**src/rtl/dmem_arbiter_pkg.sv**
```systemverilog
// Shared data-memory port definitions.
// Used by the CPU datapath and the data-memory arbiter.
package dmem_arbiter_pkg;

    localparam int DMEM_DATA_W = 24;
    localparam int DMEM_ADDR_W = 8;

    typedef enum logic {
        PORT_CPU  = 1'b0,
        PORT_HOST = 1'b1
    } port_e;

endpackage

```
**src/rtl/dmem_prio.sv**
```systemverilog
// CPU-first priority select with a streak limit that
// forces a contending debug host through periodically.
module dmem_prio
    import dmem_arbiter_pkg::*;
#(
    parameter int MAX_STREAK = 4
) (
    input  logic  clk,
    input  logic  rst_n,
    input  logic  cpu_req,
    input  logic  host_req,
    output port_e sel,
    output logic  gnt_valid
);

    localparam int CNT_W =
        (MAX_STREAK < 1) ? 1 : $clog2(MAX_STREAK + 1);
    localparam logic [CNT_W-1:0] CNT_MAX = CNT_W'(MAX_STREAK);

    logic [CNT_W-1:0] streak_cnt;
    logic [CNT_W-1:0] streak_nxt;
    logic             force_host;

    always_comb begin
        force_host = (streak_cnt == CNT_MAX);
        sel        = PORT_CPU;
        if (host_req && (!cpu_req || force_host)) begin
            sel = PORT_HOST;
        end
        gnt_valid  = rst_n & (cpu_req | host_req);
        // host_req with a CPU win is only reachable below the limit
        streak_nxt = streak_cnt;
        if (!host_req || sel == PORT_HOST) begin
            streak_nxt = '0;
        end else begin
            streak_nxt = streak_cnt + 1'b1;
        end
    end

    always_ff @(posedge clk or negedge rst_n) begin
        if (!rst_n) begin
            streak_cnt <= '0;
        end else begin
            streak_cnt <= streak_nxt;
        end
    end

endmodule

```
**src/rtl/dmem_arbiter.sv**
```systemverilog
// Two-port data-memory arbiter (CPU and debug host) in front
// of a single-port synchronous RAM, with read-return routing.
module dmem_arbiter
    import dmem_arbiter_pkg::*;
#(
    parameter int DATA_W     = DMEM_DATA_W,
    parameter int ADDR_W     = DMEM_ADDR_W,
    parameter int MAX_STREAK = 4
) (
    input  logic              clk,
    input  logic              rst_n,
    input  logic              cpu_req,
    input  logic              cpu_we,
    input  logic [ADDR_W-1:0] cpu_addr,
    input  logic [DATA_W-1:0] cpu_wdata,
    output logic              cpu_gnt,
    output logic              cpu_rvalid,
    output logic [DATA_W-1:0] cpu_rdata,
    input  logic              host_req,
    input  logic              host_we,
    input  logic [ADDR_W-1:0] host_addr,
    input  logic [DATA_W-1:0] host_wdata,
    output logic              host_gnt,
    output logic              host_rvalid,
    output logic [DATA_W-1:0] host_rdata,
    output logic              mem_en,
    output logic              mem_we,
    output logic [ADDR_W-1:0] mem_addr,
    output logic [DATA_W-1:0] mem_wdata,
    input  logic [DATA_W-1:0] mem_rdata
);

    port_e sel;
    port_e rd_owner;
    logic  gnt_valid;
    logic  rd_pend;

    dmem_prio #(
        .MAX_STREAK(MAX_STREAK)
    ) u_prio (
        .clk      (clk),
        .rst_n    (rst_n),
        .cpu_req  (cpu_req),
        .host_req (host_req),
        .sel      (sel),
        .gnt_valid(gnt_valid)
    );

    always_comb begin
        cpu_gnt   = gnt_valid && (sel == PORT_CPU);
        host_gnt  = gnt_valid && (sel == PORT_HOST);
        mem_en    = cpu_gnt | host_gnt;
        mem_we    = 1'b0;
        mem_addr  = '0;
        mem_wdata = '0;
        if (cpu_gnt) begin
            mem_we    = cpu_we;
            mem_addr  = cpu_addr;
            mem_wdata = cpu_wdata;
        end else if (host_gnt) begin
            mem_we    = host_we;
            mem_addr  = host_addr;
            mem_wdata = host_wdata;
        end
    end

    // Owner is captured at grant so the return cannot be stolen
    // by a grant to the other port in the rvalid cycle.
    always_ff @(posedge clk or negedge rst_n) begin
        if (!rst_n) begin
            rd_pend  <= 1'b0;
            rd_owner <= PORT_CPU;
        end else begin
            rd_pend <= mem_en & ~mem_we;
            if (mem_en) begin
                rd_owner <= sel;
            end
        end
    end

    always_comb begin
        cpu_rvalid  = rd_pend && (rd_owner == PORT_CPU);
        host_rvalid = rd_pend && (rd_owner == PORT_HOST);
        cpu_rdata   = cpu_rvalid  ? mem_rdata : '0;
        host_rdata  = host_rvalid ? mem_rdata : '0;
    end

endmodule

```
**config.mk**
```make
export PLATFORM = sky130hd
export DESIGN_NAME = dmem_arbiter
export DESIGN_NICKNAME = d
export VERILOG_FILES = /design/src/rtl/dmem_arbiter_pkg.sv /design/src/rtl/dmem_prio.sv /design/src/rtl/dmem_arbiter.sv
export SDC_FILE = /design/constraint.sdc
export NUM_CORES = 1
export LEC_CHECK = 0
export CAP_MARGIN = 20
export CORE_ASPECT_RATIO = 0.7
export CORE_MARGIN = 5
export CORE_UTILIZATION = 20
export CTS_BUF_LIST = sky130_fd_sc_hd__clkbuf_4 sky130_fd_sc_hd__clkbuf_8 sky130_fd_sc_hd__clkbuf_16
export DETAILED_ROUTE_END_ITERATION = 8
export PLACE_DENSITY = 0.91
export SLEW_MARGIN = 5
export SYNTH_ARGS = -nofsm -noshare
export SYNTH_HDL_FRONTEND = slang
export SYNTH_SLANG_ARGS = --single-unit
```
**constraint.sdc**
```tcl
create_clock -name clk -period 2.5 [get_ports clk]
set_input_delay 0.625 -clock clk [delete_from_list [all_inputs] [get_ports clk]]
set_output_delay 0.625 -clock clk [all_outputs]
set_load 0.02 [all_outputs]
```
==> results.json, run 1 <==
{
  "status": "complete, no violations",
  "drive_above_1_share": 0.227,
  "timing.rr.end": "rd_pend$_DFF_PN0_",
  "max_freq_ghz": 0.403,
  "route.detailed.drc": 0,
  "synth_cell_types": 22,
  "cts_tree": "built",
  "cp.arrival_ns": 1.86,
  "netlist_instances": 119,
  "tightestPinTransition_ns": 0.295,
  "startpoint": "mem_rdata[20]",
  "cts_hold_buffers": 0,
  "place.gp.congestion": 0.766,
  "antenna_found_initial": 0,
  "htree_levels": 1,
  "clockPowerShare": 0.210,
  "clk_pin_slew_ns": 0.04,
  "power_density_mw_per_mm2": 256,
  "maxSlewViolCount": 0,
  "synth.largest_area_cell": "a22o_1",
  "critical_path_required_ns": 1.88,
  "cts_inserted_buffers": 3,
  "p_int_uw": 501,
  "diodes": 0,
  "syn_area_per_cell_um2": 8.20,
  "num_vias": 1651,
  "core_area_mm2": 0.00476,
  "reg2reg_setup_slack_ns": 1.02,
  "switchingPower_uw": 261,
  "wl_per_cell_um": 16.4,
  "comb_power_share": 0.675,
  "vias_per_cell": 4.38,
  "syn_to_final_growth_pct": 205,
  "die_w_um": 93.5,
  "finalHoldViolCount": 0,
  "grt_max_degree": 36,
  "endpoint_kind": "primary output",
  "wirelength_um": 6170,
  "utilization": 0.626,
  "skew_ns": 0.00387,
  "cts_num_sinks": 5,
  "postRouteAntennaNets": 0,
  "slew_headroom": 0.801,
  "path_class": "in -> out",
  "fin_crit_ns": 2.48,
  "rr_worst_depth": 7,
  "cap_violations": 0,
  "hpwl_um": 4930,
  "r2r_start": "u_prio.streak_cnt[0]$_DFF_PN0_",
  "portBuffers": 179,
  "grt_pass1_wl_um": 8300,
  "grt_pass1_vias": 1655,
  "track_usage": 0.164,
  "drt-initial-drc-count": 45,
  "final_common_cell": "clkdlybuf4s50_1",
  "swShare": 0.343,
  "first_pass_iters": 4,
  "final_nets": 405,
  "ys_seq_area_frac": 0.128,
  "startpoint_type": "input pin",
  "hold_path_class": "in -> async",
  "syn-cell-area_um2": 976,
  "crit_end": "host_rdata[20]",
  "yosys-top-cells-area": "a22o_1 (22%), and2_1 (16%), and3_1 (15%), dfrtp_1 (13%), a22o_2 (8.2%)",
  "start_util": 0.205,
  "fin_hold_ws_ns": 0.517,
  "gr-total-overflow": 0,
  "setup_viol": 0,
  "seq_power_share": 0.115,
  "p_leak_nw": 1.70,
  "critPathMaxFanout": 2,
  "syn-num-nets": 215,
  "fin_setup_tns_ns": 0,
  "min_period_over_period": 0.993,
  "dieArea_mm2": 0.00640,
  "ys_warn_count": 0,
  "most-common-layout-cells": "clkdlybuf4s50_1 (117), buf_4 (38), and2_1 (25), a22o_1 (25), and3_1 (24)",
  "worstSkewPairLatency_ns": 0.22,
  "finalPower_uw": 762,
  "die_h_um": 68.4,
  "ir_drop_mv": 0.360,
  "cts_root_buf": "clkbuf_8",
  "core.rowCount": 21,
  "ys_seq_elements": 5,
  "io_pins": 180,
  "synth_top_area_frac": 0.224,
  "max-clock-path-buffers": 2
}
-- power groups by stage --
stage	Sequential (mW)	Combinational (mW)	Clock [mW]
after floorplan	0.0909	0.198	0
after global placement	0.0885	0.513	0
after detailed placement	0.0889	0.520	0
after CTS	0.0878	0.518	0.165
after global routing	0.0882	0.543	0.171
final	0.0878	0.514	0.160
-- worst min-delay path by stage --
stage | startpoint | to | cells past startpoint
2_1_floorplan | rst_n | rd_owner$_DFFE_PN0P_ | 0
3_3_place_gp | u_prio.streak_cnt[0]$_DFF_PN0_ | u_prio.streak_cnt[0]$_DFF_PN0_ | 2
3_5_place_dp | u_prio.streak_cnt[0]$_DFF_PN0_ | u_prio.streak_cnt[0]$_DFF_PN0_ | 2
4_1_cts | rst_n | u_prio.streak_cnt[2]$_DFF_PN0_ | 2
5_1_grt | rst_n | u_prio.streak_cnt[2]$_DFF_PN0_ | 2
6_report | rst_n | u_prio.streak_cnt[2]$_DFF_PN0_ | 2
-- layer usage --
layer	GRT usage	wire length (um)	up-vias
met3	0.0330	334	6
met2	0.301	3400	57
met1	0.200	2370	760
li1	-	-	828
met5	0	0	-
met4	0.0366	56	0
-- worst max-delay path, cell delays in order --
cell and delay (ns):
clkdlybuf4s50_1 0.47, and3_1 0.15, clkdlybuf4s50_1 0.61
-- per-stage QoR --
step | area [um2] | setup WS, ns | cells
finish | 2980 | 0.0173 | 377
global route | 2980 | -0.00441 | 377
CTS | 2930 | 0.00406 | 377
detailed placement | 2880 | -0.558 | 367
global placement | 2880 | -0.547 | 367
floorplan | 976 | 0.452 | 119
-- cell type report --
cell class                 count  area, um2
clock buffer                   4       48.8
multi-input combinational     99        753
inverter                       3       11.3
tap                           69       86.3
sequential                     5        125
fill                         428       1780
timing repair buffer         197       1950
-- timing repair --
| action | 4_1_cts | 5_1_grt |
|---|---|---|
| setup endpoints to repair | 40 | 49 |
| buffers inserted | 4 | 0 |
| gates resized for setup | 181 | 20 |
| gates cloned | 2 | 0 |
-- flip-flops by register name, indices dropped and copies added (netlist names) --
| register | count |
|---|---|
| u_prio.streak_cnt | 3 |
| rd_owner | 1 |
| rd_pend | 1 |
-- logic make-up (layout without fill, tap and decap cells) --
family          Yosys count  in the layout  synth area share
fa+ha+maj                 2              2            0.0256
simple gates             58             58             0.364
mux                       1              1            0.0103
compound gates           38             38             0.367
buf+inv                  15            204             0.105
flops                     5              5             0.128
-- cells in the mapped netlist, drive strengths merged --
master / count
o21ai: 1
nand2: 4
inv: 3
clkbuf: 5
nor3b: 1
and2: 25
buf: 7
dfrtp: 5
a221oi: 1
ha: 2
and3: 24
nor2: 2
mux2i: 1
a22o: 33
a31oi: 1
a21o: 1
and4: 1
and2b: 1
a21oi: 1
Note: power is estimated with default switching activity, not from simulation.
==> inputs of run 2 (changes only) <==
- ABC_AREA: not set -> 1
- CORE_UTILIZATION: 20 -> 22
- CTS_BUF_LIST: sky130_fd_sc_hd__clkbuf_4 sky130_fd_sc_hd__clkbuf_8 sky130_fd_sc_hd__clkbuf_16 -> sky130_fd_sc_hd__clkbuf_4
- PLACE_DENSITY: 0.91 -> 0.94
==> run 2 against run 1 <==
Synthesized cell count up 79%. Synthesized area up 9.2%. Die area down 0.61%. Sequential power up 0.6%. Hold slack worse by 0.080 ns. Core utilization up 0.64 points. Largest cell class unchanged. Cell area up 0.46%. Flip-flop and latch count unchanged. Highest routed layer unchanged. Combinational power down 0.8%. First-iteration DRC count down 6.7%. Via count up 18%.
==> results.json, run 2 <==
{
  "first_pass_iters": 3,
  "fin_setup_tns_ns": 0,
  "diodes": 0,
  "critical_path_required_ns": 1.88,
  "rr_worst_depth": 10,
  "finalHoldViolCount": 0,
  "async_flop_share": 1.00,
  "multi_input_area_um2": 734,
  "power_density_mw_per_mm2": 235,
  "grt_pass1_wl_um": 8380,
  "synth_commonest_cells": "nand2_1 (84), nor2_1 (49), inv_1 (32)",
  "track_usage": 0.166,
  "die_w_um": 93.2,
  "ys_seq_area_frac": 0.117,
  "final_common_cell": "clkdlybuf4s50_1",
  "postRouteAntennaNets": 0,
  "tightestPinTransition_ns": 0.253,
  "portBuffers": 179,
  "endpoint_kind": "primary output",
  "cp.arrival_ns": 1.84,
  "grt_max_degree": 26,
  "placed_area_mm2": 0.00296,
  "start_util": 0.225,
  "maxSlewViolCount": 0,
  "syn-cell-area_mm2": 0.00107,
  "skew_ns": 0.000773,
  "fin_crit_ns": 2.47,
  "ys_warn_count": 0,
  "yosysMostFrequentCell": "nand2_1",
  "dpl.cell_count": 451,
  "reg_top3": "u_prio.streak_cnt (3), rd_owner (1), rd_pend (1)",
  "status": "complete, no violations",
  "wirelength_um": 6220,
  "clk_pin_slew_ns": 0.04,
  "path_cells": "clkdlybuf4s50_1 -> inv_1 -> nor2_1 -> clkdlybuf4s50_1",
  "fillers": 446,
  "syn_to_final_growth_pct": 181,
  "ys_seq_elements": 5,
  "slew_headroom": 0.831,
  "route.detailed.drc": 0,
  "worstSkewPairLatency_ns": 0.24,
  "core.rowCount": 21,
  "seqCellArea_um2": 125,
  "max_freq_ghz": 0.406,
  "fin_cells": 459,
  "cts_tree": "built",
  "synth_top_area_frac": 0.296,
  "setup_viol": 0,
  "dieArea_mm2": 0.00636,
  "design_area_mm2": 0.00299,
  "startpoint_type": "input pin",
  "hold_path_class": "in -> async",
  "largest_reg_flops": 3,
  "place.gp.congestion": 0.723,
  "wl_per_cell_um": 13.6,
  "syn_area_per_cell_um2": 5.00,
  "yosys-top-cells-area": "nand2_1 (30%), nor2_1 (17%), dfrtp_1 (12%), inv_1 (11%), nand2_2 (11%)",
  "slowest_delay_ns": 0.61,
  "max-clock-path-buffers": 2,
  "critPathMaxFanout": 2,
  "cts_inserted_buffers": 3,
  "synth-edff-count": 0,
  "cts_root_buf": "clkbuf_4",
  "cap_violations": 0,
  "cts_hold_buffers": 0,
  "slowest_stage": "clkdlybuf4s50_1",
  "netlist_instances": 213,
  "core_area_mm2": 0.00473,
  "vias_per_cell": 4.23,
  "die_h_um": 68.2,
  "num_vias": 1941,
  "synth.largest_area_cell": "nand2_1",
  "reg2reg_setup_slack_ns": 1.14,
  "gr-total-overflow": 0,
  "final_nets": 499,
  "p_leak_nw": 2.10,
  "syn-num-nets": 309,
  "cp_common_cell": "clkdlybuf4s50_1",
  "drt-initial-drc-count": 42,
  "htree_levels": 1,
  "io_pins": 180,
  "min_period_over_period": 0.986,
  "grt_pass1_vias": 1864,
  "synth_ff_type": "dfrtp_1",
  "most-common-layout-cells": "clkdlybuf4s50_1 (104), nand2_1 (84), nor2_1 (49), dlymetal6s2s_1 (32), inv_1 (31)",
  "drive_above_1_share": 0.192,
  "regMostFlops": "u_prio.streak_cnt",
  "antenna_found_initial": 0,
  "cts_num_sinks": 5,
  "synth_cell_types": 22,
  "path_class": "in -> out",
  "ir_drop_mv": 0.190,
  "hpwl_um": 5200
}
==> run 2: cells by family after synthesis <==
kind of cell / after synthesis / share of synthesized area
adders and majority gates: 2 / 0.0235
DFF: 5 / 0.117
AOI/OAI and AO/OA: 1 / 0.00469
and+or+nand+nor: 161 / 0.653
buffers and inverters: 43 / 0.194
xor gates and xnor gates: 1 / 0.00822
==> run 2: report_power, final <==
part           total, mW  switching (mW)  internal (mW)
logic              0.510           0.244          0.266
clock network      0.104          0.0328         0.0711
registers         0.0883         0.00268         0.0856
total              0.702           0.279          0.423
==> run 2: repair_timing <==
action                                  CTS  global route
cloned                                    2             0
endpoints found under the setup margin   40            63
resized for setup                       109            68
setup buffers                             2             0
pin swaps                                 1             1
==> run 2: metal layers <==
layer,GRT usage,up-vias,part of all wire
li1,-,987,-
met1,0.139,847,0.32
met2,0.362,97,0.57
met3,0.0626,10,0.089
met4,0.0530,0,0.019
met5,0,-,0
==> run 2: worst max-delay path: cells and delay by family <==
family                 cells  cell delay, ns
buffers and inverters      3            1.11
AND/OR/NAND/NOR            1            0.10
==> run 2: path summary, 6_finish.rpt <==
| check | endpoint | from |
|---|---|---|
| hold / removal | u_prio.streak_cnt[2]$_DFF_PN0_ | rst_n |
| max in group asynchronous | rd_pend$_DFF_PN0_ | rst_n |
| min in group clk | rd_owner$_DFFE_PN0P_ | rd_owner$_DFFE_PN0P_ |
| hold reg to reg | rd_owner$_DFFE_PN0P_ | rd_owner$_DFFE_PN0P_ |
| setup / recovery | cpu_rdata[13] | mem_rdata[13] |
| setup reg to reg | rd_pend$_DFF_PN0_ | u_prio.streak_cnt[0]$_DFF_PN0_ |
==> run 2: layout make-up <==
type                            count  share of cell area
Tap cell                           57              0.0238
Timing Repair Buffer              195               0.636
Sequential cell                     5              0.0418
Clock buffer                        4              0.0100
Inverter                           33              0.0423
Multi-Input combinational cell    165               0.246
==> run 2: metrics by stage <==
step                      hold slack (ns)  utilization  total power [mW]  worst slack, ns
final                               0.437        0.632             0.702           0.0345
after floorplan                     0.329            -             0.302            0.404
after detailed placement            0.505        0.627             0.629           -0.590
after CTS                           0.430        0.652             0.736          0.00182
after global placement              0.493        0.627             0.617           -0.538
after global routing                0.436        0.632             0.756          -0.0102
